**config.mk**
```make
export PLATFORM = sky130hd
export DESIGN_NAME = dispatch_ctrl
export DESIGN_NICKNAME = d
export VERILOG_FILES = /design/src/rtl/dispatch_ctrl.sv
export SDC_FILE = /design/constraint.sdc
export NUM_CORES = 1
export LEC_CHECK = 0
export ABC_AREA = 1
export ABC_CLOCK_PERIOD_IN_PS = 4700
export CORE_ASPECT_RATIO = 0.8
export CORE_MARGIN = 5
export CORE_UTILIZATION = 46
export DETAILED_ROUTE_END_ITERATION = 10
export PLACE_DENSITY_LB_ADDON = 0.1
export SLEW_MARGIN = 20
export SYNTH_ARGS = -nofsm -noshare
export SYNTH_HDL_FRONTEND = slang
export SYNTH_SLANG_ARGS = --single-unit
export TNS_END_PERCENT = 20
```
**constraint.sdc**
```tcl
create_clock -name clk -period 4.7 [get_ports clk]
set_input_delay 1.175 -clock clk [delete_from_list [all_inputs] [get_ports clk]]
set_output_delay 1.175 -clock clk [all_outputs]
set_load 0.02 [all_outputs]
```
**src/rtl/dispatch_ctrl.sv**
```systemverilog
// dispatch_ctrl: rename-to-RS dispatch with ROB tag allocation, routing and mispredict flush sequencing
//   clk, reset (sync, active-high)
//   valid_in/data_in/ready_in      : renamed uop in (rob_tag field of data_in ignored)
//   data_out, alu/br/mem_valid     : registered uop with rob_tag, one RS valid at a time
//   alu/br/mem_ready               : RS accept
//   rob_retire                     : ROB head retired
//   mispredict, recover_tag        : flush pulse and tag of the kept branch
//   rob_count                      : occupied ROB entries
//   stall_cycles                   : only with DISPATCH_STATS_EN defined
package dispatch_pkg;
  typedef struct packed {
    logic [15:0] payload;
    logic        fu_alu;
    logic        fu_br;
    logic        fu_mem;
    logic [7:0]  rob_tag;
  } rename_data;
endpackage

module dispatch_ctrl
  import dispatch_pkg::*;
#(
  parameter int ROB_DEPTH = 16,
  parameter int FLUSH_CYCLES = 2,
  localparam int TAG_W = $clog2(ROB_DEPTH)
) (
  input  logic             clk,
  input  logic             reset,
  input  logic             valid_in,
  input  rename_data       data_in,
  output logic             ready_in,
  output rename_data       data_out,
  output logic             alu_valid,
  output logic             br_valid,
  output logic             mem_valid,
  input  logic             alu_ready,
  input  logic             br_ready,
  input  logic             mem_ready,
  input  logic             rob_retire,
  input  logic             mispredict,
  input  logic [TAG_W-1:0] recover_tag,
  output logic [TAG_W:0]   rob_count
`ifdef DISPATCH_STATS_EN
  ,
  output logic [31:0]      stall_cycles
`endif
);
  localparam int CNT_W = FLUSH_CYCLES > 1 ? $clog2(FLUSH_CYCLES) : 1;
  typedef enum logic {RUN, FLUSH} state_t;
  state_t state_q, state_d;
  logic [CNT_W-1:0] cnt_q, cnt_d;
  logic [TAG_W:0] head_q, head_d, tail_q, tail_d;
  rename_data data_q, data_d;
  logic alu_q, alu_d, br_q, br_d, mem_q, mem_d;
  logic full, empty, out_fire, out_free, accept, retire;
  logic [TAG_W-1:0] rel;
  always_comb begin
    rob_count = tail_q - head_q;
    full = rob_count == (TAG_W+1)'(ROB_DEPTH);
    empty = rob_count == '0;
    out_fire = (alu_q && alu_ready) || (br_q && br_ready) || (mem_q && mem_ready);
    out_free = !(alu_q || br_q || mem_q) || out_fire;
    ready_in = state_q == RUN && out_free && !full && !mispredict;
    accept = valid_in && ready_in;
    retire = rob_retire && !empty;
    head_d = head_q + (TAG_W+1)'(retire);
    // Distance from the (post-retire) head to the tag after the branch; 0 means the ROB is exactly full.
    rel = recover_tag + 1'b1 - head_d[TAG_W-1:0];
    tail_d = mispredict ? head_d + {rel == '0, rel} : tail_q + (TAG_W+1)'(accept);
    data_d = data_q;
    if (accept) begin
      data_d = data_in;
      data_d.rob_tag = 8'(tail_q[TAG_W-1:0]);
    end
    br_d = mispredict ? 1'b0 : accept ? data_in.fu_br : br_q && !br_ready;
    mem_d = mispredict ? 1'b0 : accept ? data_in.fu_mem && !data_in.fu_br : mem_q && !mem_ready;
    alu_d = mispredict ? 1'b0 : accept ? data_in.fu_alu && !data_in.fu_br && !data_in.fu_mem : alu_q && !alu_ready;
    state_d = mispredict ? FLUSH : (state_q == FLUSH && cnt_q == '0) ? RUN : state_q;
    cnt_d = mispredict ? CNT_W'(FLUSH_CYCLES - 1) : state_q == FLUSH ? cnt_q - 1'b1 : cnt_q;
  end
  always_ff @(posedge clk) begin
    if (reset) begin
      state_q <= RUN;
      cnt_q <= '0;
      head_q <= '0;
      tail_q <= '0;
      data_q <= '0;
      alu_q <= 1'b0;
      br_q <= 1'b0;
      mem_q <= 1'b0;
    end else begin
      state_q <= state_d;
      cnt_q <= cnt_d;
      head_q <= head_d;
      tail_q <= tail_d;
      data_q <= data_d;
      alu_q <= alu_d;
      br_q <= br_d;
      mem_q <= mem_d;
    end
  end
  assign data_out = data_q;
  assign alu_valid = alu_q;
  assign br_valid = br_q;
  assign mem_valid = mem_q;
`ifdef DISPATCH_STATS_EN
  logic [31:0] stall_q, stall_d;
  always_comb stall_d = (valid_in && !ready_in && state_q == RUN && stall_q != '1) ? stall_q + 1'b1 : stall_q;
  always_ff @(posedge clk) stall_q <= reset ? '0 : stall_d;
  assign stall_cycles = stall_q;
`endif
endmodule

```
==> results of run 1 <==
-- stage by stage --
stage	cells	setup TNS (ps)	total power [mW]	setup slack (ps)	util [%]
floorplan	344	0	0.932	192	-
global placement	461	0	1.18	7.98	62.9
detailed placement	461	-30.7	1.20	-30.7	62.9
CTS	469	0	1.49	19.3	65.3
global route	472	-3.86	1.65	-3.86	66.9
finish	472	0	1.52	311	66.9
-- cell type report --
type,count,share of cell area (%)
Inverter,60,7.19
Sequential cell,38,24.4
Multi-Input combinational cell,232,39.9
Timing Repair Buffer,74,22.7
Clock inverter,3,1.28
Clock buffer,5,2.20
Tap cell,60,2.40
-- Yosys cell counts, drive strengths merged --
master,count
nand2,94
inv,60
nor2,60
dfxtp,38
ha,16
nand3,14
a21oi,12
buf,9
nand4,9
o21ai,6
clkbuf,5
nor3,3
xnor2,3
xor2,3
fa,2
a32o,1
conb,1
nand3b,1
nor3b,1
o21a,1
o32ai,1
or2,1
-- registers in the layout, indices dropped and copies added, names as in the netlist --
name and count:
br_valid 1, data_out 23, mem_valid 1, state_q 1, tail_q 5, cnt_q 1
alu_valid 1, head_q 5
-- kinds of logic (layout without fill, tap and decap cells) --
family | after synthesis | count (layout) | share of synthesized area [%]
xor+xnor | 6 | 6 | 2.32
buf+inv | 74 | 142 | 14.3
fa+ha+maj | 18 | 18 | 10.6
compound gates | 21 | 21 | 5.13
flops | 38 | 38 | 33.5
simple gates | 183 | 183 | 34.0
other cells | 1 | 4 | 0.165
-- routing by layer --
layer / vias to the layer above / track usage [%] / share of wire, %
met5: - / 0 / 0
met4: 0 / 5.37 / 1.1
met3: 5 / 5.87 / 10
met2: 73 / 24.8 / 41
met1: 933 / 23.1 / 48
li1: 1172 / - / -
-- how the worst max path moves through the flow --
stage | endpoint | slack [ps] | depth (start not counted)
after floorplan | tail_q[4]$_SDFF_PP0_ | 190 | 28
after global placement | tail_q[4]$_SDFF_PP0_ | 8 | 23
after detailed placement | tail_q[4]$_SDFF_PP0_ | -30 | 23
after CTS | tail_q[4]$_SDFF_PP0_ | 20 | 29
after global routing | tail_q[4]$_SDFF_PP0_ | -4 | 30
final | tail_q[4]$_SDFF_PP0_ | 310 | 30
-- where the power goes --
group | switching [mW] | leakage, nW | internal [mW] | total, mW
clock network | 0.116 | 0.0579 | 0.156 | 0.272
registers | 0.0385 | 0.312 | 0.372 | 0.411
logic | 0.462 | 1.17 | 0.374 | 0.836
total | 0.616 | 1.54 | 0.903 | 1.52
-- worst max-delay path: cells and delay by family, from the launching register on --
family / cells / cell delay, ps
fa+ha+maj: 8 / 2370
simple gates: 14 / 970
flops: 1 / 330
buf+inv: 6 / 320
compound gates: 2 / 320
-- timing repair --
action,CTS,global route
setup buffers,0,3
pin swaps,0,2
resized for setup,1,14
setup endpoints to repair,1,2
==> reports/results.ini, run 1 <==
[run_status]
outcome=complete, no violations

[clocking]
cts-buffers-inserted=5
cts_hold_buf=0
clockBufferDepth=2
ctsHtreeMaxLevel=2
clk_pin_slew_ps=70
clockRootBuffer=clkbuf_8
cts_tree=done
cts.sinks=38
clk_latency_ps=290

[sta]
setup_violations=0
fin_crit_ps=4390
fin_crit_sh_pct=93.4
finClkSkew_ps=4.82
fmax_ghz=0.228
holdWs_ps=468
slew_violations=0
hold_viol=0
slew_headroom_pct=54.7
tightest_slew_ps=679

[power_and_ir_drop]
p_leak_nw=1.54
ir_drop_uv=373
power_density_nw_per_um2=485

[layout]
multi_input_area_um2=1250
post-route-cell-area_um2=3130
fillers=434
diodes=0
drive_above_1_share_pct=9.47
seqCellArea_um2=763
fin_nets=468
final_cell_mix=nand2_1, clkdlybuf4s50_1, inv_1
final_common_cell=nand2_1
area_growth_pct=38.0

[routing]
wl_per_cell_um=11.4
vias=2183
drc_errors=0
vias_per_cell=4.63
final_antenna_net_count=0
firstDrtPassIters=4
finalWirelength_mm=5.37
initialDrtViolationCount=141

[worst_setup_path]
cp.arrival_ps=4610
worstPathRequired_ps=4920
worstSetupPathType=flip-flop to flip-flop
crit_top_cell=nand2_1
slowest_delay_ps=550
path_max_fanout=3
r2r_cells=30
rr_startpoint=tail_q[0]$_SDFF_PP0_
rrSetupSlack_ps=310
crit_slowest_cell=fa_2
critPathCaptureType=flip-flop
r2r_end=tail_q[4]$_SDFF_PP0_
critPathLaunchType=flip-flop
startpoint=tail_q[0]$_SDFF_PP0_

[floorplanning]
coreArea_um2=4680
die_height_um=72.8
fp.dieW_um=88.5
die_area_um2=6450
start_util_pct=48.5
rows=22
io_pins=75

[logic_synthesis]
synth-seq-cells=38
synth_top_area_share_pct=33.5
seq_area_frac_synth_pct=33.5
synth_largest_area_cell=dfxtp_1
syn_inst=341
yosys.cell_types.count=29
synthTopCellsByArea=dfxtp_1, nand2_1, inv_1, nor2_1, ha_1
synth_area_per_cell_um2=6.66
netlist_area_um2=2270
yosysWarnings=0

[global_route]
grt_pass1_wl_mm=8.58
grt_pass1_vias=1924
grt-ovfl-total=0
antenna_found_initial=0
grt_usage_pct=16.9
grt_max_degree=47

[min_path]
min_from=data_out[8]$_SDFFE_PP0P_
holdPathEnd=data_out[8]$_SDFFE_PP0P_
min_path_cells=2
hold_class=flip-flop to flip-flop

[job]
maxCapViolCount=0

[place]
post_dp_cell_area_um2=2950
gp_congestion=0.786
hpwl_mm=4.16
io_buffer_count=62

No activity file was read; power rests on OpenSTA's default activity.
==> inputs of run 2 (changes only) <==
--- a/config.mk
+++ b/config.mk
@@ -9,7 +9,7 @@
 export ABC_CLOCK_PERIOD_IN_PS = 4700
 export CORE_ASPECT_RATIO = 0.8
 export CORE_MARGIN = 5
-export CORE_UTILIZATION = 46
+export CORE_UTILIZATION = 41
 export DETAILED_ROUTE_END_ITERATION = 10
 export PLACE_DENSITY_LB_ADDON = 0.1
 export SLEW_MARGIN = 20
==> run 2 against run 1 <==
Via count is 2.8% lower. Core utilization is 9.3 points lower. Cell count is 1.1% higher. Die area is 11% higher. Sequential share of layout area is 0.11 points higher. Wire length is 2.7% lower. Sequential cell count stayed put. Hold slack worse by 3.7 ps. Final area is 0.60% lower. Global-route usage is 2.2 points lower. Combinational power hardly changed. Clock skew is 1.2 ps higher. Critical endpoint unchanged. Largest cell class unchanged.
==> reports/results.ini, run 2 (synthesized netlist as in run 1, its figures left out) <==
[place]
gp_congestion=0.867
dp_cells=468
io_buffer_count=62
post_dp_cell_area_um2=2970
hpwl_mm=4.04

[clocking]
clockRootBuffer=clkbuf_8
ctsHtreeMaxLevel=2
clk_pin_slew_ps=70
cts_tree=done
cts.sinks=38
clockBufferDepth=2
clk_latency_ps=290
cts-buffers-inserted=5

[job]
maxCapViolCount=0

[power_and_ir_drop]
power_density_nw_per_um2=475
ir_drop_uv=243
p_leak_nw=1.52

[floorplanning]
die_area_um2=7130
rows=24
die_height_um=76.6
io_pins=75
fp.dieW_um=93.2
start_util_pct=42.0
coreArea_um2=5410

[routing]
initialDrtViolationCount=91
wl_per_cell_um=11.0
final_antenna_net_count=0
firstDrtPassIters=4
vias_per_cell=4.45
vias=2121
drc_errors=0
finalWirelength_mm=5.23

[run_status]
outcome=complete, no violations

[layout]
fin_cells=477
final_common_cell=nand2_1
largest_reg_flops=23
post-route-cell-area_um2=3110
diodes=0
area_growth_pct=37.2
final_cell_mix=nand2_1, clkdlybuf4s50_1, inv_1
fin_nets=468
fin_util_pct=57.6
drive_above_1_share_pct=8.74
fillers=529

[worst_setup_path]
worstPathRequired_ps=4860
slowest_delay_ps=540
crit_top_cell=nand2_1
worstSetupPathType=flip-flop to flip-flop
critPathCaptureType=flip-flop
cp.arrival_ps=4570
critPathLaunchType=flip-flop
path_max_fanout=3
crit_slowest_cell=fa_2

[sta]
finClkSkew_ps=6.00
setup_violations=0
slew_violations=0
tightest_slew_ps=681
rsz0062_at_grt=no
hold_viol=0
fin_crit_ps=4410
holdWs_ps=465
fin_crit_sh_pct=93.9
fmax_ghz=0.227
final.setup.tns_ps=0
slew_headroom_pct=54.6

[global_route]
grt_max_degree=47
grt_pass1_vias=1840
grt-ovfl-total=0
antenna_found_initial=0
grt_usage_pct=14.7
grt_pass1_wl_mm=8.49

[min_path]
hold_class=flip-flop to flip-flop

run 2: cell types whose count changed in the layout (fill, tap and decap cells not counted), sizes merged:
cell / change
clkinvlp: +1
bufinv: -1
clkbuf: +1
clkinv: -1
run 2: power breakdown:
group | switching (mW) | leakage, nW | internal, mW
clock network | 0.116 | 0.0472 | 0.118
registers | 0.0380 | 0.312 | 0.372
logic | 0.457 | 1.16 | 0.377
run 2: area by class of cell:
type / count / area [um^2] / area share, %
multi-input combinational: 232 / 1240 / 39.8
sequential: 38 / 762 / 24.5
timing repair buffer: 74 / 711 / 22.8
inverter: 60 / 225 / 7.23
clock buffer: 6 / 82.6 / 2.65
tap: 65 / 81.3 / 2.61
clock inverter: 2 / 12.5 / 0.402
run 2: routing by layer:
metal | track usage [%] | wire, um | up-vias
li1 | - | - | 1165
met1 | 19.3 | 2610 | 905
met2 | 23.1 | 2290 | 44
met3 | 3.75 | 272 | 7
met4 | 5.27 | 59 | 0
met5 | 0 | 0 | -
run 2: path summary, 6_finish.rpt:
path	start	depth (start not counted)	slack [ps]	end
worst max register to register	tail_q[0]$_SDFF_PP0_	29	290	tail_q[4]$_SDFF_PP0_
worst max-delay path	tail_q[0]$_SDFF_PP0_	29	290	tail_q[4]$_SDFF_PP0_
worst min register to register	data_out[10]$_SDFFE_PP0P_	2	460	data_out[10]$_SDFFE_PP0P_
worst min-delay path	data_out[10]$_SDFFE_PP0P_	2	460	data_out[10]$_SDFFE_PP0P_
run 2: metrics by stage:
stage	setup slack [ps]	power, mW
2_1_floorplan	192	0.932
3_3_place_gp	20.4	1.21
3_5_place_dp	-22.2	1.22
4_1_cts	13.7	1.46
5_1_grt	1.25	1.61
6_report	285	1.48
run 2: critical path: cells and delay by family, from the launching register on:
kind	cells	cell delay, ps
fa+ha+maj	8	2310
simple gates	14	1090
flops	1	360
buf+inv	5	310
compound gates	2	240
run 2: timing repair:
item                       CTS  global route
hold buffers                 0             0
setup buffers                0             1
setup endpoints to repair    0             2
gates resized for setup      0            11
==> inputs of run 3 (changes only) <==
--- a/config.mk
+++ b/config.mk
@@ -7,11 +7,12 @@
 export LEC_CHECK = 0
 export ABC_AREA = 1
 export ABC_CLOCK_PERIOD_IN_PS = 4700
+export CAP_MARGIN = 10
 export CORE_ASPECT_RATIO = 0.8
 export CORE_MARGIN = 5
 export CORE_UTILIZATION = 41
 export DETAILED_ROUTE_END_ITERATION = 10
-export PLACE_DENSITY_LB_ADDON = 0.1
+export PLACE_DENSITY = 0.73
 export SLEW_MARGIN = 20
 export SYNTH_ARGS = -nofsm -noshare
 export SYNTH_HDL_FRONTEND = slang
==> run 3 against run 2 <==
Clock skew is 2.6 ps lower. Register-to-register slack better by 50 ps. Sequential share of layout area is 0.19 points lower. Combinational power is 2.5% higher. Setup slack better by 55 ps. Wire length is 4.0% higher. Core utilization is 0.44 points higher. Clock-buffer cell count is 1 lower. Maximum frequency is 1.3% higher. Largest power group unchanged.
==> reports/results.ini, run 3 (synthesized netlist as in run 1, its figures left out) <==
[run_status]
outcome=complete, no violations

[place]
gp_congestion=0.784
io_buffer_count=62
dp_cells=465
hpwl_mm=4.15

[min_path]
min_from=data_out[10]$_SDFFE_PP0P_
min_path_cells=2
holdPathEnd=data_out[10]$_SDFFE_PP0P_
hold_class=flip-flop to flip-flop

[power_and_ir_drop]
p_leak_nw=1.52
total_power_mw=1.48
power_density_nw_per_um2=473
ir_drop_uv=211

[clocking]
clockRootBuffer=clkbuf_8
cts.sinks=38
ctsHtreeMaxLevel=2
clk_latency_ps=290
cts_tree=done
cts-buffers-inserted=5
clk_pin_slew_ps=70
clockBufferDepth=2
cts_hold_buf=0

[sta]
slew_violations=0
setup_violations=0
fin_crit_ps=4360
fin_crit_sh_pct=92.8
finClkSkew_ps=3.40
final.setup.tns_ps=0
hold_viol=0
slew_headroom_pct=55.4
rsz0062_at_grt=no
fmax_ghz=0.229
tightest_slew_ps=668

[layout]
final_cell_mix=nand2_1, clkdlybuf4s50_1, inv_1
final_common_cell=nand2_1
diodes=0
largest_reg_flops=23
drive_above_1_share_pct=9.27
area_growth_pct=38.2
fin_cells=475
fin_nets=467
fin_util_pct=58.0

[worst_setup_path]
r2r_end=tail_q[4]$_SDFF_PP0_
path_max_fanout=4
rrSetupSlack_ps=340
crit_top_cell=nand2_1
crit_slowest_cell=fa_2
r2r_cells=30
worstPathRequired_ps=4920
worstSetupPathType=flip-flop to flip-flop
slowest_delay_ps=530
cp.arrival_ps=4580
critPathCaptureType=flip-flop
rr_startpoint=tail_q[0]$_SDFF_PP0_
critPathLaunchType=flip-flop

[routing]
wl_per_cell_um=11.4
final_antenna_net_count=0
vias_per_cell=4.58
finalWirelength_mm=5.44
vias=2175
firstDrtPassIters=4
initialDrtViolationCount=191
drc_errors=0

[floorplanning]
start_util_pct=42.0
fp.dieW_um=93.2
io_pins=75
coreArea_um2=5410
die_area_um2=7130
die_height_um=76.6
rows=24

[global_route]
grt_max_degree=47
grt_pass1_wl_mm=9.05
grt_util_met3_pct=5.13
use_met2_pct=23.4
grt_pass1_vias=1981
grt_usage_pct=15.7
grt_util_met1_pct=20.9
grt-ovfl-total=0
antenna_found_initial=0
grt-busiest-layer=met2

[job]
maxCapViolCount=0

[run 3: changes by cell type in the layout (fill, tap and decap cells not counted), sizes merged]
cell,delta
clkinvlp,-1
buf,-1
clkbuf,-1
clkinv,+1
[run 3: layout make-up]
class,count,area (um^2)
Timing Repair Buffer,73,703
Fill cell,502,2270
Inverter,60,225
Sequential cell,38,762
Multi-Input combinational cell,232,1290
Tap cell,65,81.3
Clock inverter,2,10.0
Clock buffer,5,68.8
[run 3: worst max path at each step]
stage	to	startpoint	cells past startpoint	slack [ps]
2_1_floorplan	tail_q[4]$_SDFF_PP0_	tail_q[0]$_SDFF_PP0_	28	190
3_3_place_gp	tail_q[4]$_SDFF_PP0_	rob_retire	23	-100
3_5_place_dp	tail_q[4]$_SDFF_PP0_	rob_retire	23	-190
5_1_grt	tail_q[4]$_SDFF_PP0_	tail_q[0]$_SDFF_PP0_	30	30
4_1_cts	tail_q[4]$_SDFF_PP0_	tail_q[0]$_SDFF_PP0_	29	50
6_report	tail_q[4]$_SDFF_PP0_	tail_q[0]$_SDFF_PP0_	30	340
[run 3: metrics by stage]
| stage | instance area (um^2) | hold WS (ps) | worst slack (ps) |
|---|---|---|---|
| 2_1_floorplan | 2280 | 462 | 192 |
| 3_3_place_gp | 2940 | 450 | -99.9 |
| 3_5_place_dp | 2940 | 464 | -187 |
| 4_1_cts | 3030 | 476 | 49.4 |
| 5_1_grt | 3140 | 504 | 34.4 |
| 6_report | 3140 | 475 | 340 |
[run 3: what timing repair did]
action,4_1_cts,5_1_grt
pin swaps,0,3
buffers inserted,0,3
endpoints found under the hold margin,0,0
setup endpoints to repair,1,2
resized for setup,2,15
[run 3: layer usage]
metal | vias to the layer above | share of wire, %
li1 | 1164 | -
met4 | 0 | 1.6
met2 | 63 | 44
met5 | - | 0
met1 | 939 | 46
met3 | 9 | 8.5
[run 3: where the power goes]
part           switching, mW  internal [mW]  total [mW]
combinational          0.463          0.392       0.855
sequential            0.0435          0.373       0.416
clock                  0.114         0.0995       0.213
total                  0.620          0.864        1.48
[run 3: critical path, delay by kind of cell, from the launching register on]
| family | cells | cell delay [ps] |
|---|---|---|
| AOI/OAI and AO/OA | 2 | 350 |
| adders and majority gates | 8 | 2200 |
| buffers and inverters | 6 | 310 |
| DFF | 1 | 350 |
| and+or+nand+nor | 14 | 1050 |
